<file path="src/rtl/reg_writeback_pkg.sv">
// reg_writeback shared types.
// Register-file widths and the writeback entry.
package reg_writeback_pkg;

  localparam int REG_AW = 5;
  localparam int REG_DW = 32;

  localparam logic [REG_AW-1:0] REG_ZERO = '0;

  typedef struct packed {
    logic [REG_AW-1:0] dest;
    logic [REG_DW-1:0] data;
  } wb_entry_t;

endpackage

</file>
<file path="src/rtl/reg_writeback_fifo.sv">
// wb_fifo: circular buffer for ALU results.
// Exports per-slot valid and dest for the pending mask.
module wb_fifo
  import reg_writeback_pkg::*;
#(
  parameter int DEPTH = 4,
  localparam int PW = $clog2(DEPTH)
) (
  input  logic                   clk,
  input  logic                   rst_n,
  input  logic                   push,
  input  wb_entry_t              push_ent,
  input  logic                   pop,
  output wb_entry_t              head,
  output logic [PW:0]            count,
  output logic                   full,
  output logic                   empty,
  output logic [DEPTH-1:0]       vld,
  output logic [DEPTH-1:0][REG_AW-1:0] dests
);

  wb_entry_t        mem_q [DEPTH];
  wb_entry_t        mem_d [DEPTH];
  logic [PW-1:0]    wr_q, wr_d;
  logic [PW-1:0]    rd_q, rd_d;
  logic [PW:0]      cnt_q, cnt_d;
  logic [DEPTH-1:0] vld_q, vld_d;

  // Next-state: pop frees the head slot, push fills the tail.
  always_comb begin
    mem_d = mem_q;
    wr_d  = wr_q;
    rd_d  = rd_q;
    vld_d = vld_q;
    if (pop) begin
      vld_d[rd_q] = 1'b0;
      rd_d        = rd_q + 1'b1;
    end
    if (push) begin
      mem_d[wr_q] = push_ent;
      vld_d[wr_q] = 1'b1;
      wr_d        = wr_q + 1'b1;
    end
    cnt_d = cnt_q
          + {{PW{1'b0}}, push}
          - {{PW{1'b0}}, pop};
  end

  // State registers.
  always_ff @(posedge clk or negedge rst_n) begin
    if (!rst_n) begin
      for (int i = 0; i < DEPTH; i++)
        mem_q[i] <= '0;
      wr_q  <= '0;
      rd_q  <= '0;
      cnt_q <= '0;
      vld_q <= '0;
    end else begin
      mem_q <= mem_d;
      wr_q  <= wr_d;
      rd_q  <= rd_d;
      cnt_q <= cnt_d;
      vld_q <= vld_d;
    end
  end

  // Slot destinations for the pending decode.
  always_comb begin
    for (int i = 0; i < DEPTH; i++)
      dests[i] = mem_q[i].dest;
  end

  assign head  = mem_q[rd_q];
  assign count = cnt_q;
  assign full  = (cnt_q == (PW+1)'(DEPTH));
  assign empty = (cnt_q == '0);
  assign vld   = vld_q;

endmodule

</file>
<file path="src/rtl/reg_writeback.sv">
// reg_writeback: merges loads and ALU results
// onto the single register-file write port.
module reg_writeback
  import reg_writeback_pkg::*;
#(
  parameter int DEPTH = 4,
  parameter int DW    = REG_DW,
  parameter int AW    = REG_AW
) (
  input  logic            clk,
  input  logic            rst_n,
  input  logic            ld_valid,
  input  logic [AW-1:0]   ld_dest,
  input  logic [DW-1:0]   ld_data,
  input  logic            alu_valid,
  input  logic [AW-1:0]   alu_dest,
  input  logic [DW-1:0]   alu_data,
  output logic            alu_ready,
  output logic            ctl_regWrite,
  output logic [AW-1:0]   instrToWrite,
  output logic [DW-1:0]   reg_writeData,
  output logic [2**AW-1:0] pend_mask,
  output logic            busy
);

  localparam int PW = $clog2(DEPTH);

  wb_entry_t              head;
  wb_entry_t              push_ent;
  logic [PW:0]            f_cnt;
  logic                   f_full;
  logic                   f_empty;
  logic [DEPTH-1:0]       f_vld;
  logic [DEPTH-1:0][AW-1:0] f_dests;

  logic ld_sel;
  logic alu_acc;
  logic alu_nz;
  logic f_pop;
  logic byp;
  logic f_push;

  logic          wen_q, wen_d;
  logic [AW-1:0] waddr_q, waddr_d;
  logic [DW-1:0] wdata_q, wdata_d;

  assign alu_ready = rst_n && !f_full;
  assign alu_acc   = alu_valid && alu_ready;
  assign alu_nz    = alu_acc
                  && (alu_dest != REG_ZERO);
  assign ld_sel    = ld_valid
                  && (ld_dest != REG_ZERO);
  assign f_pop     = !ld_sel && !f_empty;
  assign byp       = !ld_sel && f_empty
                  && alu_nz;
  assign f_push    = alu_nz && !byp;

  assign push_ent.dest = alu_dest;
  assign push_ent.data = alu_data;

  wb_fifo #(
    .DEPTH (DEPTH)
  ) u_fifo (
    .clk      (clk),
    .rst_n    (rst_n),
    .push     (f_push),
    .push_ent (push_ent),
    .pop      (f_pop),
    .head     (head),
    .count    (f_cnt),
    .full     (f_full),
    .empty    (f_empty),
    .vld      (f_vld),
    .dests    (f_dests)
  );

  // Pick one write: load, then queue head, then bypass.
  always_comb begin
    wen_d   = 1'b0;
    waddr_d = waddr_q;
    wdata_d = wdata_q;
    unique case (1'b1)
      ld_sel: begin
        wen_d   = 1'b1;
        waddr_d = ld_dest;
        wdata_d = ld_data;
      end
      f_pop: begin
        wen_d   = 1'b1;
        waddr_d = head.dest;
        wdata_d = head.data;
      end
      byp: begin
        wen_d   = 1'b1;
        waddr_d = alu_dest;
        wdata_d = alu_data;
      end
      default: ;
    endcase
  end

  // Registered write port.
  always_ff @(posedge clk or negedge rst_n) begin
    if (!rst_n) begin
      wen_q   <= 1'b0;
      waddr_q <= '0;
      wdata_q <= '0;
    end else begin
      wen_q   <= wen_d;
      waddr_q <= waddr_d;
      wdata_q <= wdata_d;
    end
  end

  // Registers still waiting in the queue.
  always_comb begin
    pend_mask = '0;
    for (int i = 0; i < DEPTH; i++)
      if (f_vld[i])
        pend_mask[f_dests[i]] = 1'b1;
  end

  assign ctl_regWrite  = wen_q;
  assign instrToWrite  = waddr_q;
  assign reg_writeData = wdata_q;
  assign busy          = !f_empty;

  logic unused_cnt;
  assign unused_cnt = ^f_cnt;

endmodule

</file>
<file path="config.mk">
export PLATFORM = sky130hd
export DESIGN_NAME = reg_writeback
export DESIGN_NICKNAME = d
export VERILOG_FILES = /design/src/rtl/reg_writeback_pkg.sv /design/src/rtl/reg_writeback_fifo.sv /design/src/rtl/reg_writeback.sv
export SDC_FILE = /design/constraint.sdc
export NUM_CORES = 1
export LEC_CHECK = 0
export CAP_MARGIN = 20
export CORE_ASPECT_RATIO = 0.7
export CORE_MARGIN = 2
export CORE_UTILIZATION = 55
export DETAILED_ROUTE_END_ITERATION = 12
export PLACE_DENSITY = 0.86
export SLEW_MARGIN = 20
export SYNTH_ARGS = -nofsm -noshare
export SYNTH_HDL_FRONTEND = slang
export SYNTH_SLANG_ARGS = --single-unit
</file>
<file path="constraint.sdc">
create_clock -name clk -period 2.9 [get_ports clk]
set_input_delay 0.87 -clock clk [delete_from_list [all_inputs] [get_ports clk]]
set_output_delay 0.87 -clock clk [all_outputs]
set_load 0.01 [all_outputs]
</file>
==> impl_metrics.json, run 1 <==
{
  "cts_num_sinks": 197,
  "cts_tree": "built",
  "r2r_slack_ps": 560,
  "ir_drop_mv": 0.5491,
  "cts_max_level": 4,
  "startpoint_type": "primary input",
  "gp_congestion": 0.9918,
  "critPathCaptureType": "flip-flop",
  "required_ps": 3210,
  "final_hold_viol_count": 0,
  "dieArea_mm2": 0.02022,
  "synth_area_mm2": 0.01049,
  "fin_ws_ps": 1.724,
  "maxSlewViolCount": 0,
  "dp_hpwl_um": 18520,
  "avgRoutedWirePerCell_um": 22.33,
  "nNetsFinal": 1130,
  "ys_ff_latch": 197,
  "track_usage_pct": 29.53,
  "dpl_cell_area_mm2": 0.01248,
  "rr_worst_depth": 7,
  "start_util_pct": 55.78,
  "ys_warn_count": 0,
  "syn_to_final_growth_pct": 27.42,
  "io_pins": 150,
  "clock.fmax_mhz": 345.0,
  "stdcell_area_mm2": 0.01337,
  "vias": 8136,
  "layout_common_cells": "dfrtp_1 (177), clkdlybuf4s50_1 (115), nand2_1 (83)",
  "syn_inst": 856,
  "ys_async_sr_fraction_pct": 100.0,
  "core_mm2": 0.01881,
  "ys.flop_type": "dfrtp_1",
  "drt_iter0_markers": 806,
  "path_clk_slew_ps": 70,
  "critPathArrivalTime_ps": 3210,
  "die_h_um": 119.6,
  "max-cap-violations": 0,
  "antenna_found_initial": 1,
  "placed_cells": 1237,
  "fin_util_pct": 71.08,
  "portBuffers": 149,
  "drtPass1Iterations": 5,
  "hp-class": "in -> async",
  "drc": 0,
  "p_total_uw": 14550,
  "cts_buffer_depth": 2,
  "drive_gt1_share_pct": 34.16,
  "grt_max_degree": 123,
  "dp_slack_ps": -447.8,
  "outcome": "finished clean",
  "insertion_delay_ps": 430,
  "die_w_um": 169.1,
  "ant_nets": 0,
  "r2r_start": "u_fifo.count[1]",
  "mostFrequentLayoutCell": "dfrtp_1",
  "timing.rr.end": "u_fifo.mem_q[105]",
  "viasPerCell": 6.273,
  "grt_pass1_wl_um": 46000,
  "synth_cell_types": 44,
  "syn_area_per_cell_um2": 12.26,
  "rsz0062_at_grt": "true",
  "critPathMaxFanout": 2,
  "ys_seq_area_share_pct": 46.98,
  "max_slew_margin_pct": 49.30,
  "finalClockSkew_ps": 9.793,
  "setup_viol": 0,
  "final-instance-count-excl-fill": 1297,
  "synth_nets": 945,
  "row_count": 42,
  "gr-total-overflow": 0,
  "leakage_uw": 0.005987,
  "cts_root_buffer": "clkbuf_16",
  "synth_edf_count": 0,
  "worstMarginPinSlew_ps": 760.4,
  "period_share_pct": 99.94,
  "power.density_mw_per_mm2": 1088,
  "grt_pass1_vias": 8377,
  "cts-buffers-inserted": 17,
  "period_needed_ps": 2898,
  "crit_type": "in -> reg",
  "wirelength_um": 28970
}
## layer usage
layer / share of wire, % / GRT usage, %
met5: 0 / 0
met4: 3.1 / 11.91
met2: 47 / 46.18
met1: 42 / 40.70
met3: 8.2 / 6.332
## registers in the layout, summed over array words and instances (netlist names)
register / flops
u_fifo.dests: 20
reg_writeData: 32
u_fifo.mem_q: 128
u_fifo.wr_q: 2
instrToWrite: 5
u_fifo.rd_q: 2
u_fifo.count: 3
ctl_regWrite: 1
u_fifo.vld: 4
## layout make-up
class,count,area (µm²)
Fill cell,1268,5441
Multi-Input combinational cell,584,5235
Sequential cell,197,4955
Timing Repair Buffer,230,2232
Clock buffer,22,454.2
Tap cell,242,302.8
Clock inverter,10,148.9
Inverter,11,41.29
Antenna cell,1,2.502
## synthesized netlist by cell type, types with 9 or more instances
master,number,area (µm²)
mux2_2,72,810.8
a21oi_1,49,245.2
mux4_2,37,833.3
nand3b_1,13,97.59
o21ai_0,28,140.1
a22oi_1,9,67.56
o22ai_1,10,62.56
nor2_1,57,214.0
mux2_4,76,1141
dfrtp_1,197,4930
o221ai_1,17,148.9
clkbuf_1,36,135.1
inv_1,11,41.29
or3_1,13,81.33
nand3_1,36,180.2
ha_1,10,125.1
nand2_1,83,311.6
o211ai_1,15,112.6
## cell families after synthesis
logic type / after synthesis / share of synthesized area [%]
simple gates: 240 / 11.23
flops: 197 / 46.98
mux: 185 / 26.54
compound gates: 144 / 9.086
buf+inv: 75 / 4.447
fa+ha+maj: 11 / 1.383
xor+xnor: 4 / 0.3338
## worst max-delay path: stages
cell and delay, ps:
clkdlybuf4s50_1 430, or4_4 550, o21ai_4 150, and2_4 180, ha_4 190, inv_2 60
ha_4 120, inv_2 40, fa_2 350, xnor2_2 150, xnor2_1 120
## power by group
group          switching [µW]  internal, µW  leakage (µW)
clock                    1050          1390      0.000290
combinational            2880          3930       0.00335
sequential               1130          4150       0.00234
total                    5070          9480       0.00599
## metrics by stage
| step | hold WS, ps | setup TNS, ps |
|---|---|---|
| after floorplan | 473.8 | -314.1 |
| after global placement | 481.7 | -41910 |
| after detailed placement | 489.9 | -53540 |
| after CTS | 247.1 | -28.09 |
| after global routing | 247.4 | -48.04 |
| final | 258.8 | 0 |
## how the worst max path moves through the flow
stage / from / end / slack [ps] / cells after the start
after floorplan: ld_dest[1] / u_fifo.count[2] / -190 / 11
after global placement: ld_dest[1] / u_fifo.count[2] / -400 / 11
after detailed placement: ld_dest[1] / u_fifo.count[2] / -450 / 11
after CTS: u_fifo.dests[18] / pend_mask[10] / -30 / 5
after global routing: ld_dest[3] / u_fifo.count[2] / -30 / 11
final: ld_dest[3] / u_fifo.count[2] / 2 / 11
## timing repair
action                                  CTS  global route
pin swaps                                 3             3
endpoints found under the setup margin   33            28
hold buffers                              0             0
buffers inserted                         25             2
gates resized for setup                  76            13
Power figures use the tool's default switching activity.
==> run 2, diff against run 1 <==
--- a/config.mk
+++ b/config.mk
@@ -11,6 +11,7 @@
 export CORE_UTILIZATION = 55
 export DETAILED_ROUTE_END_ITERATION = 12
 export PLACE_DENSITY = 0.86
+export SKIP_CTS_REPAIR_TIMING = 1
 export SLEW_MARGIN = 20
 export SYNTH_ARGS = -nofsm -noshare
 export SYNTH_HDL_FRONTEND = slang
==> run 2 against run 1 <==
Critical path depth decreased by 2. Total power increased by 0.44%. Clock-buffer cell count unchanged. Sequential power about the same. Wire length increased by 1.0%. Critical path type unchanged. Largest cell class unchanged. Highest routed layer unchanged.
==> impl_metrics.json, run 2 (synthesized netlist as in run 1, its figures left out) <==
{
  "cts_max_level": 4,
  "syn_to_final_growth_pct": 28.51,
  "drt_iter0_markers": 818,
  "outcome": "finished clean",
  "clock.fmax_mhz": 348.9,
  "regMostFlops": "u_fifo.mem_q",
  "insertion_delay_ps": 430,
  "leakage_uw": 0.006449,
  "diodes": 0,
  "die_w_um": 169.1,
  "vias": 8143,
  "stdcell_area_mm2": 0.01349,
  "crit_type": "in -> reg",
  "final_hold_viol_count": 0,
  "rsz0062_at_grt": "false",
  "gp_congestion": 0.9918,
  "critPathCaptureType": "flip-flop",
  "track_usage_pct": 28.61,
  "antenna_found_initial": 0,
  "viasPerCell": 6.278,
  "cts-buffers-inserted": 17,
  "io_pins": 150,
  "max-cap-violations": 0,
  "ir_drop_mv": 0.5927,
  "maxSlewViolCount": 0,
  "drtPass1Iterations": 5,
  "dieArea_mm2": 0.02022,
  "cts_tree": "built",
  "largest_register_ffs": 128,
  "row_count": 42,
  "avgRoutedWirePerCell_um": 22.56,
  "p_total_uw": 14610,
  "dp_hpwl_um": 18520,
  "mostFrequentLayoutCell": "dfrtp_1",
  "grt_max_degree": 123,
  "critPathMaxFanout": 6,
  "fin_hold_ws_ps": 257.5,
  "period_share_pct": 98.83,
  "grt_pass1_wl_um": 44660,
  "grt_pass1_vias": 8154,
  "wirelength_um": 29270,
  "gr-total-overflow": 0,
  "dpl_cell_area_mm2": 0.01248,
  "required_ps": 3260,
  "ant_nets": 0,
  "drc": 0,
  "start_util_pct": 55.78,
  "hp-class": "in -> async",
  "cts_buffer_depth": 2,
  "die_h_um": 119.6,
  "path_clk_slew_ps": 70,
  "portBuffers": 149,
  "layout_common_cells": "dfrtp_1 (181), clkdlybuf4s50_1 (113), nand2_1 (83)",
  "startpoint_type": "primary input",
  "drive_gt1_share_pct": 33.27,
  "core_mm2": 0.01881,
  "cts_num_sinks": 197,
  "worstMarginPinSlew_ps": 765.8,
  "setup_viol": 0,
  "cts_root_buffer": "clkbuf_16",
  "critPathArrivalTime_ps": 3230,
  "max_slew_margin_pct": 48.95,
  "nNetsFinal": 1131,
  "period_needed_ps": 2866,
  "power.density_mw_per_mm2": 1083,
  "finalClockSkew_ps": 9.867
}
[run 2: cell count changes in the layout (fill, tap and decap cells not counted), moves of 3 or more]
| cell | change |
|---|---|
| buf_4 | +3 |
| dfrtp_1 | +4 |
| clkdlybuf4s15_1 | -3 |
| dlygate4sd2_1 | -24 |
| dlymetal6s2s_1 | +33 |
| buf_6 | -3 |
| dfrtp_2 | -4 |
[run 2: worst max-delay path: stages]
cell	delay [ps]
clkdlybuf4s50_1	470
or4_1	620
o2111ai_4	280
a21oi_4	100
buf_4	190
ha_4	150
inv_2	60
fa_2	430
inv_1	60
[run 2: layout make-up]
cell class                 count  area [µm²]
sequential                   197        4950
timing repair buffer         231        2359
tap                          242       302.8
clock inverter                10       148.9
clock buffer                  22       454.2
multi-input combinational    584        5230
inverter                      11       41.29
fill                        1240        5328
[run 2: worst paths after layout]
check / startpoint / depth (start not counted) / slack (ps) / endpoint
max: alu_dest[1] / 9 / 30 / u_fifo.count[1]
min: rst_n / 1 / 260 / u_fifo.dests[6]
max reg2reg: u_fifo.count[1] / 9 / 530 / u_fifo.count[1]
min reg2reg: u_fifo.mem_q[42] / 1 / 510 / u_fifo.mem_q[42]
max in group asynchronous: rst_n / 3 / 1060 / u_fifo.count[1]
min in group clk: u_fifo.mem_q[42] / 1 / 510 / u_fifo.mem_q[42]
[run 2: where the power goes]
| group | switching [µW] | internal (µW) | total [µW] |
|---|---|---|---|
| Combinational | 2880 | 3970 | 6850 |
| Sequential | 1150 | 4150 | 5300 |
| Clock | 1060 | 1390 | 2460 |
| Total | 5090 | 9520 | 14600 |
[run 2: metal layers]
layer | vias to the layer above | part of all wire [%] | track usage [%]
li1 | 3512 | - | -
met1 | 4067 | 41 | 40.21
met2 | 464 | 47 | 44.70
met3 | 100 | 9.1 | 6.596
met4 | 0 | 3.1 | 9.028
met5 | - | 0 | 0
[run 2: per-stage QoR]
step / TNS [ps] / util (%) / worst slack (ps) / std cells
2_1_floorplan: -314.1 / - / -189.7 / 856
3_3_place_gp: -41910 / 66.33 / -401.1 / 1237
3_5_place_dp: -53540 / 66.33 / -447.8 / 1237
4_1_cts: -7721 / 69.53 / -344.5 / 1269
5_1_grt: 0 / 71.68 / 2.851 / 1297
6_report: 0 / 71.68 / 33.83 / 1297
==> run 3, diff against run 2 <==
--- a/config.mk
+++ b/config.mk
@@ -8,11 +8,11 @@
 export CAP_MARGIN = 20
 export CORE_ASPECT_RATIO = 0.7
 export CORE_MARGIN = 2
-export CORE_UTILIZATION = 55
+export CORE_UTILIZATION = 57
+export CTS_BUF_LIST = sky130_fd_sc_hd__clkbuf_4 sky130_fd_sc_hd__clkbuf_8
 export DETAILED_ROUTE_END_ITERATION = 12
-export PLACE_DENSITY = 0.86
+export PLACE_DENSITY = 0.89
 export SKIP_CTS_REPAIR_TIMING = 1
-export SLEW_MARGIN = 20
 export SYNTH_ARGS = -nofsm -noshare
 export SYNTH_HDL_FRONTEND = slang
 export SYNTH_SLANG_ARGS = --single-unit
==> run 3 against run 2 <==
The run now ends with negative setup slack left. Design area down 2.8%. Clock-buffer cell count decreased by 1. Setup slack got worse by 200 ps. Sequential share of layout area increased by 1.1 points. Non-clock buffer count shrank 6. First-iteration DRC count rose by 0.73%. Sequential power hardly changed. Hold slack worse by 26 ps. Final cell count fell by 1.2%. Combinational power down 0.9%. Critical endpoint is now pend_mask[2].
==> impl_metrics.json, run 3 (synthesized netlist as in run 1, its figures left out) <==
{
  "outcome": "finished with violations",
  "violations": "negative setup slack",
  "worstMarginPinSlew_ps": 716.4,
  "vias": 8153,
  "grt_pass1_vias": 8289,
  "setup_viol": 1,
  "dpl_cell_area_mm2": 0.01247,
  "portBuffers": 149,
  "r2r_start": "u_fifo.count[2]",
  "period_share_pct": 105.9,
  "finalClockSkew_ps": 16.24,
  "regMostFlops": "u_fifo.mem_q",
  "startpoint_type": "flip-flop",
  "largest_register_ffs": 128,
  "cts-buffers-inserted": 17,
  "die_h_um": 117.5,
  "start_util_pct": 58.28,
  "row_count": 41,
  "cts_tree": "built",
  "diodes": 0,
  "fin_ws_ps": -171.0,
  "gr-total-overflow": 0,
  "mostFrequentLayoutCell": "dfrtp_1",
  "path_clk_slew_ps": 100,
  "timing.rr.end": "u_fifo.mem_q[75]",
  "ir_drop_mv": 0.5980,
  "p_total_uw": 13650,
  "critPathCaptureType": "output port",
  "antenna_found_initial": 0,
  "maxSlewViolCount": 0,
  "wirelength_um": 29160,
  "cts_root_buffer": "clkbuf_8",
  "rr_worst_depth": 6,
  "final-instance-count-excl-fill": 1282,
  "gp_congestion": 0.9642,
  "critPathMaxFanout": 8,
  "placed_cells": 1234,
  "crit_type": "reg -> out",
  "drtPass1Iterations": 5,
  "period_needed_ps": 3071,
  "stdcell_area_mm2": 0.01310,
  "io_pins": 150,
  "final_hold_viol_count": 0,
  "rsz0062_at_grt": "true",
  "layout_common_cells": "dfrtp_1 (179), clkdlybuf4s50_1 (116), nand2_1 (83)",
  "grt_max_degree": 137,
  "die_w_um": 166.2,
  "clock.fmax_mhz": 325.6,
  "drt_iter0_markers": 824,
  "critPathArrivalTime_ps": 2200,
  "nNetsFinal": 1125,
  "crit_start": "u_fifo.dests[13]",
  "grt_pass1_wl_um": 45930,
  "drc": 0,
  "cts_num_sinks": 197,
  "core_mm2": 0.01801,
  "ant_nets": 0,
  "viasPerCell": 6.360,
  "avgRoutedWirePerCell_um": 22.75,
  "r2r_slack_ps": 600,
  "leakage_uw": 0.006199,
  "power.density_mw_per_mm2": 1042,
  "hp-class": "in -> async",
  "required_ps": 2030,
  "track_usage_pct": 29.89,
  "max-cap-violations": 0,
  "max_slew_margin_pct": 52.24,
  "drive_gt1_share_pct": 33.46,
  "dieArea_mm2": 0.01953,
  "syn_to_final_growth_pct": 24.86,
  "fin_tns_setup_ps": -171.0,
  "dp_hpwl_um": 19520,
  "cts_max_level": 4,
  "cts_buffer_depth": 2,
  "insertion_delay_ps": 470
}
## run 3: cell types whose count changed in the layout (fill, tap and decap cells not counted), moves of 4 or more
cell / delta
clkbuf_8: +19
dlymetal6s2s_1: -6
clkbuf_16: -17
clkinv_4: -4
clkbuf_1: -4
## run 3: final cells by class
type | count | area, µm²
clock inverter | 8 | 52.55
fill | 1193 | 4903
inverter | 11 | 41.29
tap | 236 | 295.3
clock buffer | 21 | 282.8
sequential | 197 | 4952
multi-input combinational | 584 | 5218
timing repair buffer | 225 | 2261
## run 3: routing by layer
metal  track usage [%]  vias up  share of wire, %
met5                 0        -                 0
met2             45.75      428                47
met4             9.620        0               2.5
met1             42.55     4137                42
li1                  -     3504                 -
met3             7.229       84               8.5
## run 3: how the worst max path moves through the flow
stage / to / slack (ps) / depth (start not counted)
final: pend_mask[2] / -170 / 4
after global routing: pend_mask[2] / -250 / 4
after CTS: pend_mask[1] / -420 / 5
after detailed placement: u_fifo.count[2] / -420 / 11
after global placement: u_fifo.count[2] / -380 / 11
after floorplan: u_fifo.count[2] / -190 / 11
## run 3: power by group
group	internal, µW	total (µW)	leakage [µW]	switching (µW)
clock	657	1600	0.000173	942
combinational	3900	6790	0.00368	2890
sequential	4150	5270	0.00235	1120
## run 3: stage by stage
stage               hold slack, ps  setup WS, ps  utilization, %
floorplan                    473.8        -189.7               -
global placement             482.3        -384.7           69.24
detailed placement           489.1        -420.8           69.24
CTS                          203.4        -420.4           71.11
global route                 207.6        -248.6           72.77
finish                       231.9        -171.0           72.77
## run 3: worst max-delay path, stage by stage, from the launching register on
cell	delay, ps
dfrtp_2	480
or3_4	440
o22ai_1	160
a221o_1	120
clkdlybuf4s50_1	530
